<file path="config.mk">
export PLATFORM = sky130hd
export DESIGN_NAME = ram_access_arbiter_flat
export DESIGN_NICKNAME = d
export VERILOG_FILES = /design/src/rtl/ram_access_arbiter_pkg.sv /design/src/rtl/ram_access_arbiter_if.sv /design/src/rtl/ram_arb_mux.sv /design/src/rtl/ram_access_arbiter.sv /design/src/flat_wrapper.sv
export SDC_FILE = /design/constraint.sdc
export NUM_CORES = 1
export LEC_CHECK = 0
export ABC_CLOCK_PERIOD_IN_PS = 2800
export CAP_MARGIN = 20
export CELL_PAD_IN_SITES_DETAIL_PLACEMENT = 1
export CELL_PAD_IN_SITES_GLOBAL_PLACEMENT = 1
export CORE_MARGIN = 2
export CORE_UTILIZATION = 21
export CTS_CLUSTER_SIZE = 25
export DETAILED_ROUTE_END_ITERATION = 6
export GPL_ROUTABILITY_DRIVEN = 0
export GPL_TIMING_DRIVEN = 0
export PLACE_DENSITY_LB_ADDON = 0.15
export SKIP_CTS_REPAIR_TIMING = 1
export SLEW_MARGIN = 20
export SYNTH_ARGS = -nofsm -noshare
export SYNTH_HDL_FRONTEND = slang
export SYNTH_SLANG_ARGS = --single-unit
</file>
<file path="constraint.sdc">
create_clock -name clk -period 2.8 [get_ports clk]
set_input_delay 0.56 -clock clk [delete_from_list [all_inputs] [get_ports clk]]
set_output_delay 0.56 -clock clk [all_outputs]
set_load 0.05 [all_outputs]
</file>
<file path="src/rtl/ram_access_arbiter_pkg.sv">
// Shared types for the SRAM access arbiter: phase states and requester codes.
package ram_access_arbiter_pkg;

  // Phase FSM encoding.
  typedef enum logic [1:0] {
    ST_LOAD      = 2'd0,
    ST_RUN       = 2'd1,
    ST_HALT_WAIT = 2'd2,
    ST_HALTED    = 2'd3
  } state_e;

  // Requester codes, also reported on rd_owner.
  typedef enum logic [1:0] {
    OWN_FLASH = 2'd0,
    OWN_CPU   = 2'd1,
    OWN_DIAG  = 2'd2
  } owner_e;

  // Width of the halt settle counter.
  localparam int SETTLE_W = 4;

endpackage

</file>
<file path="src/rtl/ram_access_arbiter_if.sv">
// Bus bundle between the three requesters, the arbiter and the SRAM.
// slave = arbiter side, master = requester/SRAM side.
interface ram_access_arbiter_if #(
  parameter int ADDR_W = 16,
  parameter int DATA_W = 8
);
  logic              load_done;
  logic              halt_req;
  logic              halted;
  logic              rdy;

  logic              flash_req;
  logic              flash_we;
  logic [ADDR_W-1:0] flash_addr;
  logic [DATA_W-1:0] flash_wdata;
  logic              flash_ack;

  logic              cpu_req;
  logic              cpu_we;
  logic [ADDR_W-1:0] cpu_addr;
  logic [DATA_W-1:0] cpu_wdata;
  logic              cpu_ack;

  logic              diag_req;
  logic              diag_we;
  logic [ADDR_W-1:0] diag_addr;
  logic [DATA_W-1:0] diag_wdata;
  logic              diag_ack;

  logic              rd_valid;
  logic [1:0]        rd_owner;
  logic [DATA_W-1:0] rd_data;

  logic [ADDR_W-1:0] ram_addr;
  logic [DATA_W-1:0] ram_wdata;
  logic              ram_cs;
  logic              ram_we;
  logic [DATA_W-1:0] ram_rdata;

  modport slave (
    input  load_done, halt_req,
    input  flash_req, flash_we, flash_addr, flash_wdata,
    input  cpu_req, cpu_we, cpu_addr, cpu_wdata,
    input  diag_req, diag_we, diag_addr, diag_wdata,
    input  ram_rdata,
    output halted, rdy, flash_ack, cpu_ack, diag_ack,
    output rd_valid, rd_owner, rd_data,
    output ram_addr, ram_wdata, ram_cs, ram_we
  );

  modport master (
    output load_done, halt_req,
    output flash_req, flash_we, flash_addr, flash_wdata,
    output cpu_req, cpu_we, cpu_addr, cpu_wdata,
    output diag_req, diag_we, diag_addr, diag_wdata,
    output ram_rdata,
    input  halted, rdy, flash_ack, cpu_ack, diag_ack,
    input  rd_valid, rd_owner, rd_data,
    input  ram_addr, ram_wdata, ram_cs, ram_we
  );
endinterface

</file>
<file path="src/rtl/ram_arb_mux.sv">
// SRAM command mux: steers the granted requester's address, data and
// write enable onto the SRAM. Drives zeros when nothing is selected.
module ram_arb_mux
  import ram_access_arbiter_pkg::*;
#(
  parameter int ADDR_W = 16,
  parameter int DATA_W = 8
) (
  input  owner_e            owner,
  input  logic              cs,
  input  logic              flash_we,
  input  logic [ADDR_W-1:0] flash_addr,
  input  logic [DATA_W-1:0] flash_wdata,
  input  logic              cpu_we,
  input  logic [ADDR_W-1:0] cpu_addr,
  input  logic [DATA_W-1:0] cpu_wdata,
  input  logic              diag_we,
  input  logic [ADDR_W-1:0] diag_addr,
  input  logic [DATA_W-1:0] diag_wdata,
  output logic [ADDR_W-1:0] ram_addr,
  output logic [DATA_W-1:0] ram_wdata,
  output logic              ram_we
);

  // Select the owner's command fields when an access is issued.
  always_comb begin
    // NOTE: every output gets a default first so no path leaves it unassigned (no latch).
    ram_addr  = '0;
    ram_wdata = '0;
    ram_we    = 1'b0;
    if (cs) begin
      case (owner)
        OWN_FLASH: begin
          ram_addr  = flash_addr;
          ram_wdata = flash_wdata;
          ram_we    = flash_we;
        end
        OWN_CPU: begin
          ram_addr  = cpu_addr;
          ram_wdata = cpu_wdata;
          ram_we    = cpu_we;
        end
        OWN_DIAG: begin
          ram_addr  = diag_addr;
          ram_wdata = diag_wdata;
          ram_we    = diag_we;
        end
        default: begin
          ram_addr  = '0;
          ram_wdata = '0;
          ram_we    = 1'b0;
        end
      endcase
    end
  end

endmodule

</file>
<file path="src/rtl/ram_access_arbiter.sv">
// Shares the single-port SRAM between the flash loader (boot), the CPU (run)
// and the diagnostics port (while the CPU is halted). A phase FSM decides
// which single requester may be granted; the halt settle counter delays
// handing the RAM to diagnostics until the CPU has been idle long enough.
module ram_access_arbiter #(
  parameter int ADDR_W      = 16,
  parameter int DATA_W      = 8,
  parameter int HALT_SETTLE = 4
) (
  input logic                  clk,
  input logic                  rst,
  ram_access_arbiter_if.slave  bus
);
  import ram_access_arbiter_pkg::*;

  localparam logic [SETTLE_W-1:0] SETTLE_INIT = SETTLE_W'(HALT_SETTLE);

  state_e              state;
  logic                loaded;
  logic                halted_q;
  logic [SETTLE_W-1:0] settle_cnt;

  logic                flash_ack;
  logic                cpu_ack;
  logic                diag_ack;
  logic                any_ack;
  owner_e              owner;

  logic [ADDR_W-1:0]   ram_addr;
  logic [DATA_W-1:0]   ram_wdata;
  logic                ram_we;
  logic                read_issue;

  logic                rd_valid_q;
  owner_e              rd_owner_q;
  logic [DATA_W-1:0]   rd_hold;

  // Grant: only the phase's owner can be acked, so at most one ack per cycle.
  // Nothing is granted while reset is asserted.
  always_comb begin
    flash_ack = 1'b0;
    cpu_ack   = 1'b0;
    diag_ack  = 1'b0;
    if (!rst) begin
      case (state)
        ST_LOAD:                flash_ack = bus.flash_req;
        ST_RUN, ST_HALT_WAIT:   cpu_ack   = bus.cpu_req;
        ST_HALTED:              diag_ack  = bus.diag_req;
        default: ;
      endcase
    end
  end

  // Owner code of the access issued this cycle.
  always_comb begin
    owner = OWN_FLASH;
    if (cpu_ack)       owner = OWN_CPU;
    else if (diag_ack) owner = OWN_DIAG;
  end

  assign any_ack    = flash_ack | cpu_ack | diag_ack;
  assign read_issue = any_ack & ~ram_we;

  ram_arb_mux #(
    .ADDR_W (ADDR_W),
    .DATA_W (DATA_W)
  ) u_mux (
    .owner       (owner),
    .cs          (any_ack),
    .flash_we    (bus.flash_we),
    .flash_addr  (bus.flash_addr),
    .flash_wdata (bus.flash_wdata),
    .cpu_we      (bus.cpu_we),
    .cpu_addr    (bus.cpu_addr),
    .cpu_wdata   (bus.cpu_wdata),
    .diag_we     (bus.diag_we),
    .diag_addr   (bus.diag_addr),
    .diag_wdata  (bus.diag_wdata),
    .ram_addr    (ram_addr),
    .ram_wdata   (ram_wdata),
    .ram_we      (ram_we)
  );

  // Phase FSM with the halt settle counter and the registered halted flag.
  always_ff @(posedge clk) begin
    // NOTE: sequential state uses non-blocking assignments so every register samples pre-edge values.
    if (rst) begin
      state      <= ST_LOAD;
      loaded     <= 1'b0;
      halted_q   <= 1'b0;
      settle_cnt <= '0;
    end else begin
      case (state)
        ST_LOAD: begin
          // load_done is only looked at here, which makes it sticky.
          if (bus.load_done) begin
            loaded <= 1'b1;
            state  <= ST_RUN;
          end
        end
        ST_RUN: begin
          if (bus.halt_req) begin
            settle_cnt <= SETTLE_INIT;
            state      <= ST_HALT_WAIT;
          end
        end
        ST_HALT_WAIT: begin
          if (!bus.halt_req) begin
            settle_cnt <= '0;
            state      <= ST_RUN;
          end else if (cpu_ack) begin
            settle_cnt <= SETTLE_INIT;
          end else if (settle_cnt <= SETTLE_W'(1)) begin
            // Last idle cycle of the settle window: hand the RAM to diagnostics.
            settle_cnt <= '0;
            halted_q   <= 1'b1;
            state      <= ST_HALTED;
          end else begin
            settle_cnt <= settle_cnt - SETTLE_W'(1);
          end
        end
        ST_HALTED: begin
          if (!bus.halt_req) begin
            halted_q <= 1'b0;
            state    <= ST_RUN;
          end
        end
        default: state <= ST_LOAD;
      endcase
    end
  end

  // Read return tracking: flag and owner one cycle after a read issue;
  // the data word is held once the SRAM has presented it.
  always_ff @(posedge clk) begin
    if (rst) begin
      rd_valid_q <= 1'b0;
      rd_owner_q <= OWN_FLASH;
      rd_hold    <= '0;
    end else begin
      rd_valid_q <= read_issue;
      if (read_issue) rd_owner_q <= owner;
      if (rd_valid_q) rd_hold    <= bus.ram_rdata;
    end
  end

  // The SRAM presents read data in the cycle after issue, which is the
  // rd_valid cycle, so rd_data shows it directly then and the held copy after.
  assign bus.rd_data   = rd_valid_q ? bus.ram_rdata : rd_hold;
  assign bus.rd_valid  = rd_valid_q;
  assign bus.rd_owner  = rd_owner_q;

  assign bus.flash_ack = flash_ack;
  assign bus.cpu_ack   = cpu_ack;
  assign bus.diag_ack  = diag_ack;

  assign bus.ram_cs    = any_ack;
  assign bus.ram_we    = ram_we;
  assign bus.ram_addr  = ram_addr;
  assign bus.ram_wdata = ram_wdata;

  assign bus.halted    = halted_q;
  assign bus.rdy       = !rst && !halted_q && loaded && !bus.halt_req;

endmodule

</file>
<file path="src/flat_wrapper.sv">
// flat-port wrapper written by rule: the top's interface ports become plain ports
module ram_access_arbiter_flat import ram_access_arbiter_pkg::*;
#(
  parameter int ADDR_W      = 16,
  parameter int DATA_W      = 8,
  parameter int HALT_SETTLE = 4
)
  (clk, rst, bus_load_done, bus_halt_req, bus_flash_req, bus_flash_we, bus_flash_addr, bus_flash_wdata, bus_cpu_req, bus_cpu_we, bus_cpu_addr, bus_cpu_wdata, bus_diag_req, bus_diag_we, bus_diag_addr, bus_diag_wdata, bus_ram_rdata, bus_halted, bus_rdy, bus_flash_ack, bus_cpu_ack, bus_diag_ack, bus_rd_valid, bus_rd_owner, bus_rd_data, bus_ram_addr, bus_ram_wdata, bus_ram_cs, bus_ram_we);
  ram_access_arbiter_if #(.ADDR_W(ADDR_W), .DATA_W(DATA_W)) bus_i ();
  input logic clk;
  input logic rst;
  input wire logic [$bits(bus_i.load_done)-1:0] bus_load_done;
  input wire logic [$bits(bus_i.halt_req)-1:0] bus_halt_req;
  input wire logic [$bits(bus_i.flash_req)-1:0] bus_flash_req;
  input wire logic [$bits(bus_i.flash_we)-1:0] bus_flash_we;
  input wire logic [$bits(bus_i.flash_addr)-1:0] bus_flash_addr;
  input wire logic [$bits(bus_i.flash_wdata)-1:0] bus_flash_wdata;
  input wire logic [$bits(bus_i.cpu_req)-1:0] bus_cpu_req;
  input wire logic [$bits(bus_i.cpu_we)-1:0] bus_cpu_we;
  input wire logic [$bits(bus_i.cpu_addr)-1:0] bus_cpu_addr;
  input wire logic [$bits(bus_i.cpu_wdata)-1:0] bus_cpu_wdata;
  input wire logic [$bits(bus_i.diag_req)-1:0] bus_diag_req;
  input wire logic [$bits(bus_i.diag_we)-1:0] bus_diag_we;
  input wire logic [$bits(bus_i.diag_addr)-1:0] bus_diag_addr;
  input wire logic [$bits(bus_i.diag_wdata)-1:0] bus_diag_wdata;
  input wire logic [$bits(bus_i.ram_rdata)-1:0] bus_ram_rdata;
  output wire logic [$bits(bus_i.halted)-1:0] bus_halted;
  output wire logic [$bits(bus_i.rdy)-1:0] bus_rdy;
  output wire logic [$bits(bus_i.flash_ack)-1:0] bus_flash_ack;
  output wire logic [$bits(bus_i.cpu_ack)-1:0] bus_cpu_ack;
  output wire logic [$bits(bus_i.diag_ack)-1:0] bus_diag_ack;
  output wire logic [$bits(bus_i.rd_valid)-1:0] bus_rd_valid;
  output wire logic [$bits(bus_i.rd_owner)-1:0] bus_rd_owner;
  output wire logic [$bits(bus_i.rd_data)-1:0] bus_rd_data;
  output wire logic [$bits(bus_i.ram_addr)-1:0] bus_ram_addr;
  output wire logic [$bits(bus_i.ram_wdata)-1:0] bus_ram_wdata;
  output wire logic [$bits(bus_i.ram_cs)-1:0] bus_ram_cs;
  output wire logic [$bits(bus_i.ram_we)-1:0] bus_ram_we;
  assign bus_i.load_done = bus_load_done;
  assign bus_i.halt_req = bus_halt_req;
  assign bus_i.flash_req = bus_flash_req;
  assign bus_i.flash_we = bus_flash_we;
  assign bus_i.flash_addr = bus_flash_addr;
  assign bus_i.flash_wdata = bus_flash_wdata;
  assign bus_i.cpu_req = bus_cpu_req;
  assign bus_i.cpu_we = bus_cpu_we;
  assign bus_i.cpu_addr = bus_cpu_addr;
  assign bus_i.cpu_wdata = bus_cpu_wdata;
  assign bus_i.diag_req = bus_diag_req;
  assign bus_i.diag_we = bus_diag_we;
  assign bus_i.diag_addr = bus_diag_addr;
  assign bus_i.diag_wdata = bus_diag_wdata;
  assign bus_i.ram_rdata = bus_ram_rdata;
  assign bus_halted = bus_i.halted;
  assign bus_rdy = bus_i.rdy;
  assign bus_flash_ack = bus_i.flash_ack;
  assign bus_cpu_ack = bus_i.cpu_ack;
  assign bus_diag_ack = bus_i.diag_ack;
  assign bus_rd_valid = bus_i.rd_valid;
  assign bus_rd_owner = bus_i.rd_owner;
  assign bus_rd_data = bus_i.rd_data;
  assign bus_ram_addr = bus_i.ram_addr;
  assign bus_ram_wdata = bus_i.ram_wdata;
  assign bus_ram_cs = bus_i.ram_cs;
  assign bus_ram_we = bus_i.ram_we;
  ram_access_arbiter #(.ADDR_W(ADDR_W), .DATA_W(DATA_W), .HALT_SETTLE(HALT_SETTLE)) u_core (.clk(clk), .rst(rst), .bus(bus_i));
endmodule
</file>
==> impl_metrics.toml, run 1 <==
[cts]
htreeDepth = 1
cts_max_path_buffers = 2
cts_sinks = 19
numCtsBuffers = 3
cts-root-buf = "clkbuf_8"
clock_latency_ns = 0.26
tritoncts = "yes"
cts.clk_slew.worst_paths_ns = 0.08

[routing]
routedWlPerCell_um = 17.8
route.detailed.drc = 0
highest_layer = "met4"
drtIter0Drc = 200
drtPass1Iterations = 7
routed_wl_mm = 7.39
met3WireLength_um = 510
drt-met1-wl_mm = 3.06
met2_length_mm = 3.80
ant_nets = 0
viasPerCell = 4.82
routed-via-count = 2002

[min_path]
min_path_cells = 2
holdCritPathClass = "register to register"

[power]
p_sw_uw = 750
internal_power_uw = 879
combPwrFrac_pct = 67.7
clkPwrFrac_pct = 12.2
ir_worst_vdd_v = 0.000204
power_uw = 1630
swShare_pct = 46.0
seqPwrFrac_pct = 20.1
leakage_uw = 0.00122
powerDensity_mw_per_mm2 = 522

[sta]
period_share_pct = 97.6
rsz0062_at_grt = "yes"
max_slew.worst_pin.slew_ns = 0.541
setup_viol = 0
final_max_slew_viol_count = 0
clock.fmax_mhz = 366
relSlewSlack_pct = 63.9
hold_violations = 0
fin_skew_ns = 0.00425
post-route-min-period_ns = 2.73
setup_slack_ns = 0.0666

[synthesis]
ys_ff_latch = 19
synth_edf_count = 0
async_flop_share_pct = 0
syn_area_mm2 = 0.00150
postSynthCellCount = 176
ys.flop_type = "dfxtp_1"
synth_nets = 273
yosysUniqueCellTypes = 40
ys_seq_area_share_pct = 25.4
ys_warn_count = 0
postSynthAreaPerCell_um2 = 8.50

[setup_path]
crit_fanout = 10
critPathArrivalTime_ns = 2.17
cp_slowest_cell = "dfxtp_4"
regToRegSetupSlack_ns = 0.88
startpoint_type = "register"
cp-end-kind = "output port"
crit_chain = "inv_2, ha_4, a22oi_2, or2_1, buf_6, nor2b_1, buf_6, buf_6, nor2_2, buf_6"
worstSetupPathType = "register to output port"
slowest_delay_ns = 0.37
reg2reg_depth = 7
path_common_cell = "buf_6"
critPathRequiredTime_ns = 2.24

[placed_design]
place_ws_ns = -0.970
place_inst = 401
placedInstanceArea_mm2 = 0.00292
io_buffers = 129
dp_hpwl_mm = 5.81

[global_routing]
overflow = 0
antenna_found_initial = 0
grt_max_degree = 11
grt_pass1_wl_mm = 10.1
grt_usage_pct = 16.4
first_global_vias = 1908

[floorplanning]
die-width_um = 88.4
die-area_mm2 = 0.00782
io_pins = 132
die_h_um = 88.4
core_area_mm2 = 0.00683
start_util_pct = 21.9
row_count = 30

[cells_and_area]
mostFrequentLayoutCells = "clkdlybuf4s50_1 (100), a222oi_1 (24), buf_6 (22), nor2_1 (18), dfxtp_1 (17)"
fin_cells = 415
area_growth_pct = 109
drive_above_1_share_pct = 26.3
n_antenna_cell = 0
fill_cells = 817
fin_area_mm2 = 0.00312
nets = 417
final_common_cell = "clkdlybuf4s50_1"

[outcome]
outcome = "finished, final reports clean"

[flow_run]
maxCapViolCount = 0
==> metrics by stage <==
step	utilization (%)	hold WS (ns)	TNS (ns)
after floorplan	-	0.428	-1.07
after global placement	42.7	0.453	-21.16
after detailed placement	42.7	0.459	-21.52
after CTS	43.4	0.478	-21.90
after global routing	45.7	0.502	-0.503
final	45.7	0.466	0
==> worst max-delay path, delay by kind of cell, from the launching register on <==
family,cells,cell delay (ns)
adders and majority gates,1,0.29
DFF,1,0.37
AOI/OAI and AO/OA,1,0.06
buffers and inverters,5,0.66
and+or+nand+nor,3,0.52
==> layout make-up <==
| cell class | instances | area, um^2 | share of cell area, % |
|---|---|---|---|
| Clock buffer | 4 | 45.0 | 1.44 |
| Tap cell | 96 | 120 | 3.85 |
| Buffer | 16 | 129 | 4.13 |
| Inverter | 10 | 40.0 | 1.28 |
| Sequential cell | 19 | 388 | 12.4 |
| Multi-Input combinational cell | 131 | 1020 | 32.8 |
| Timing Repair Buffer | 139 | 1370 | 44.0 |
==> logic make-up (layout without fill, tap and decap cells) <==
family / count (synthesis) / count (layout) / share of synthesized area [%]
AOI/OAI and AO/OA: 49 / 49 / 28.5
adders and majority gates: 7 / 7 / 5.85
buffers and inverters: 26 / 169 / 10.7
DFF: 19 / 19 / 25.4
muxes: 12 / 12 / 8.78
and+or+nand+nor: 63 / 63 / 20.7
==> sequential cells by signal, indices dropped and copies added, names as in the netlist <==
| register | flops |
|---|---|
| u_core.bus.rd_owner | 2 |
| u_core.rd_hold | 8 |
| u_core.settle_cnt | 4 |
| u_core.loaded | 1 |
| u_core.bus.halted | 1 |
| u_core.state | 2 |
| u_core.bus.rd_valid | 1 |
==> cell usage after synthesis, types with 3 or more instances <==
cell type | count | area (um^2)
clkbuf_1 | 3 | 11.3
inv_1 | 9 | 33.8
mux2_2 | 6 | 67.6
mux2_1 | 3 | 33.8
nand3b_1 | 3 | 22.5
buf_2 | 5 | 25.0
mux2i_1 | 3 | 30.0
a21oi_1 | 6 | 30.0
ha_1 | 7 | 87.6
nand2_1 | 5 | 18.8
a22oi_1 | 3 | 22.5
buf_6 | 7 | 78.8
nor2b_1 | 12 | 75.1
dfxtp_1 | 19 | 380
nor2_1 | 32 | 120
a222oi_1 | 24 | 240
==> power groups by stage <==
| stage | combinational (uW) | clock, uW | sequential [uW] |
|---|---|---|---|
| 4_1_cts | 1030 | 208 | 320 |
| 6_report | 1100 | 199 | 327 |
| 3_3_place_gp | 1020 | 0 | 325 |
| 3_5_place_dp | 1030 | 0 | 327 |
| 5_1_grt | 1160 | 223 | 331 |
| 2_1_floorplan | 627 | 0 | 348 |
==> path summary, 6_finish.rpt <==
kind | start | endpoint
setup / recovery | u_core.state[1] | bus_ram_addr[13]
hold / removal | u_core.loaded | u_core.loaded
setup reg to reg | u_core.state[1] | u_core.state[0]
hold reg to reg | u_core.loaded | u_core.loaded
==> metal layers <==
metal | global-route usage, % | vias to the layer above
li1 | - | 957
met1 | 20.8 | 976
met2 | 29.7 | 67
met3 | 3.45 | 2
met4 | 1.65 | 0
met5 | 0 | -
Note: power is estimated with default switching activity, not from simulation.
==> inputs of run 2 (changes only) <==
--- a/config.mk
+++ b/config.mk
@@ -5,12 +5,12 @@
 export SDC_FILE = /design/constraint.sdc
 export NUM_CORES = 1
 export LEC_CHECK = 0
-export ABC_CLOCK_PERIOD_IN_PS = 2800
+export ABC_CLOCK_PERIOD_IN_PS = 2300
 export CAP_MARGIN = 20
 export CELL_PAD_IN_SITES_DETAIL_PLACEMENT = 1
 export CELL_PAD_IN_SITES_GLOBAL_PLACEMENT = 1
 export CORE_MARGIN = 2
-export CORE_UTILIZATION = 21
+export CORE_UTILIZATION = 19
 export CTS_CLUSTER_SIZE = 25
 export DETAILED_ROUTE_END_ITERATION = 6
 export GPL_ROUTABILITY_DRIVEN = 0
==> constraint.sdc (replaced) <==
create_clock -name clk -period 2.3 [get_ports clk]
set_input_delay 0.46 -clock clk [delete_from_list [all_inputs] [get_ports clk]]
set_output_delay 0.46 -clock clk [all_outputs]
set_load 0.05 [all_outputs]
==> impl_metrics.toml, run 2 (synthesis results as in run 1) <==
[outcome]
outcome = "complete, but fails checks"
violations = "negative setup slack"

[power]
leakage_uw = 0.00144
ir_worst_vdd_v = 0.000279
clkPwrFrac_pct = 12.1
p_sw_uw = 949
seqPwrFrac_pct = 19.4
swShare_pct = 45.3
internal_power_uw = 1150
combPwrFrac_pct = 68.5
powerDensity_mw_per_mm2 = 637

[floorplanning]
die-width_um = 92.7
die_h_um = 92.7
io_pins = 132
core_area_mm2 = 0.00769
row_count = 32
start_util_pct = 19.5
die-area_mm2 = 0.00860

[cells_and_area]
nets = 421
top_register = "u_core.rd_hold"
final_common_cell = "clkdlybuf4s50_1"
final_util_pct = 42.8
area_growth_pct = 120
top_regs = "u_core.rd_hold: 8 flops, u_core.settle_cnt: 4 flops"
n_antenna_cell = 0
mostFrequentLayoutCells = "clkdlybuf4s50_1 (89), buf_6 (27), a222oi_1 (24), nor2_1 (19), buf_4 (17)"
drive_above_1_share_pct = 28.5
largest_reg_flops = 8

[routing]
routedWlPerCell_um = 17.5
ant_nets = 0
routed_wl_mm = 7.45
drtPass1Iterations = 7
route.detailed.drc = 0
drtIter0Drc = 157
routed-via-count = 2026
viasPerCell = 4.77

[setup_path]
critPathRequiredTime_ns = 1.84
critPathArrivalTime_ns = 2.19
worstSetupPathType = "register to output port"
reg2reg_depth = 7
crit_fanout = 10
rr_endpoint = "u_core.state[0]"
r2r-start = "u_core.state[0]"
regToRegSetupSlack_ns = 0.38
startpoint_type = "register"
cp-end-kind = "output port"
startpoint = "u_core.state[1]"

[cts]
clock_latency_ns = 0.26
tritoncts = "yes"
cts.clk_slew.worst_paths_ns = 0.08
cts_sinks = 19
numCtsBuffers = 3
cts_max_path_buffers = 2
htreeDepth = 1
cts-root-buf = "clkbuf_8"

[sta]
setup_slack_ns = -0.353
rsz0062_at_grt = "yes"
relSlewSlack_pct = 62.5
final_max_slew_viol_count = 0
period_share_pct = 115
fin_tns_setup_ns = -7.65
max_slew.worst_pin.slew_ns = 0.561
setup_viol = 26
whs_ns = 0.475
fin_skew_ns = 0.00170
hold_violations = 0
clock.fmax_mhz = 377
post-route-min-period_ns = 2.65

[min_path]
holdCritStartpoint = "u_core.loaded"
holdCritPathClass = "register to register"
min_path_cells = 2
hold_path_end = "u_core.loaded"

[global_routing]
first_global_vias = 1994
grt_usage_pct = 15.7
grt_max_degree = 12
antenna_found_initial = 0
overflow = 0
grt_pass1_wl_mm = 10.7

[placed_design]
io_buffers = 129
dp_hpwl_mm = 5.77

[flow_run]
maxCapViolCount = 0
run 2: cell count changes in the layout (fill, tap and decap cells not counted), moves of 3 or more:
| cell | delta |
|---|---|
| clkdlybuf4s50_1 | -11 |
| dlymetal6s2s_1 | +10 |
| buf_2 | -5 |
| buf_6 | +5 |
| buf_8 | +3 |
| nor2_2 | -3 |
run 2: cell type report:
type	count	area (um^2)
buffer	15	149
timing repair buffer	144	1500
inverter	10	45.0
sequential	19	389
tap	102	128
clock inverter	1	5.00
multi-input combinational	131	1030
clock buffer	3	41.3
fill	895	4400
run 2: stage by stage:
stage                     setup WS (ns)  instances  area (um^2)  total power [uW]
final                            -0.353        425         3290              2090
after global routing             -0.462        425         3290              2210
after CTS                         -1.29        411         3000              1940
after detailed placement          -1.29        407         2950              1690
after global placement            -1.27        407         2950              1680
after floorplan                  -0.336        176         1540              1210
run 2: worst max-delay path: stages (launching register included):
cell and delay [ns]:
dfxtp_4 0.39, inv_4 0.05, ha_4 0.27, a22oi_2 0.05, or2_1 0.25, buf_6 0.14
buf_6 0.14, a222oi_1 0.42, nor2_4 0.05, buf_6 0.16
run 2: worst max path at each step:
stage,endpoint,slack [ns],depth (start not counted)
final,bus_ram_addr[0],-0.35,9
after CTS,bus_ram_addr[11],-1.29,7
after detailed placement,bus_ram_addr[11],-1.29,7
after global placement,bus_ram_addr[11],-1.27,7
after global routing,bus_ram_addr[11],-0.46,9
after floorplan,bus_ram_addr[10],-0.34,9
run 2: per-layer routing:
layer / GRT usage, % / vias up / routed length, um
li1: - / 969 / -
met1: 19.6 / 984 / 3110
met2: 27.6 / 69 / 3820
met3: 3.74 / 4 / 461
met4: 3.19 / 0 / 51
met5: 0 / - / 0
run 2: power groups by stage:
stage               registers, uW  clock network, uW  logic (uW)
floorplan                     426                  0         787
finish                        407                254        1430
global placement              399                  0        1280
detailed placement            400                  0        1290
CTS                           392                259        1290
global route                  415                280        1510
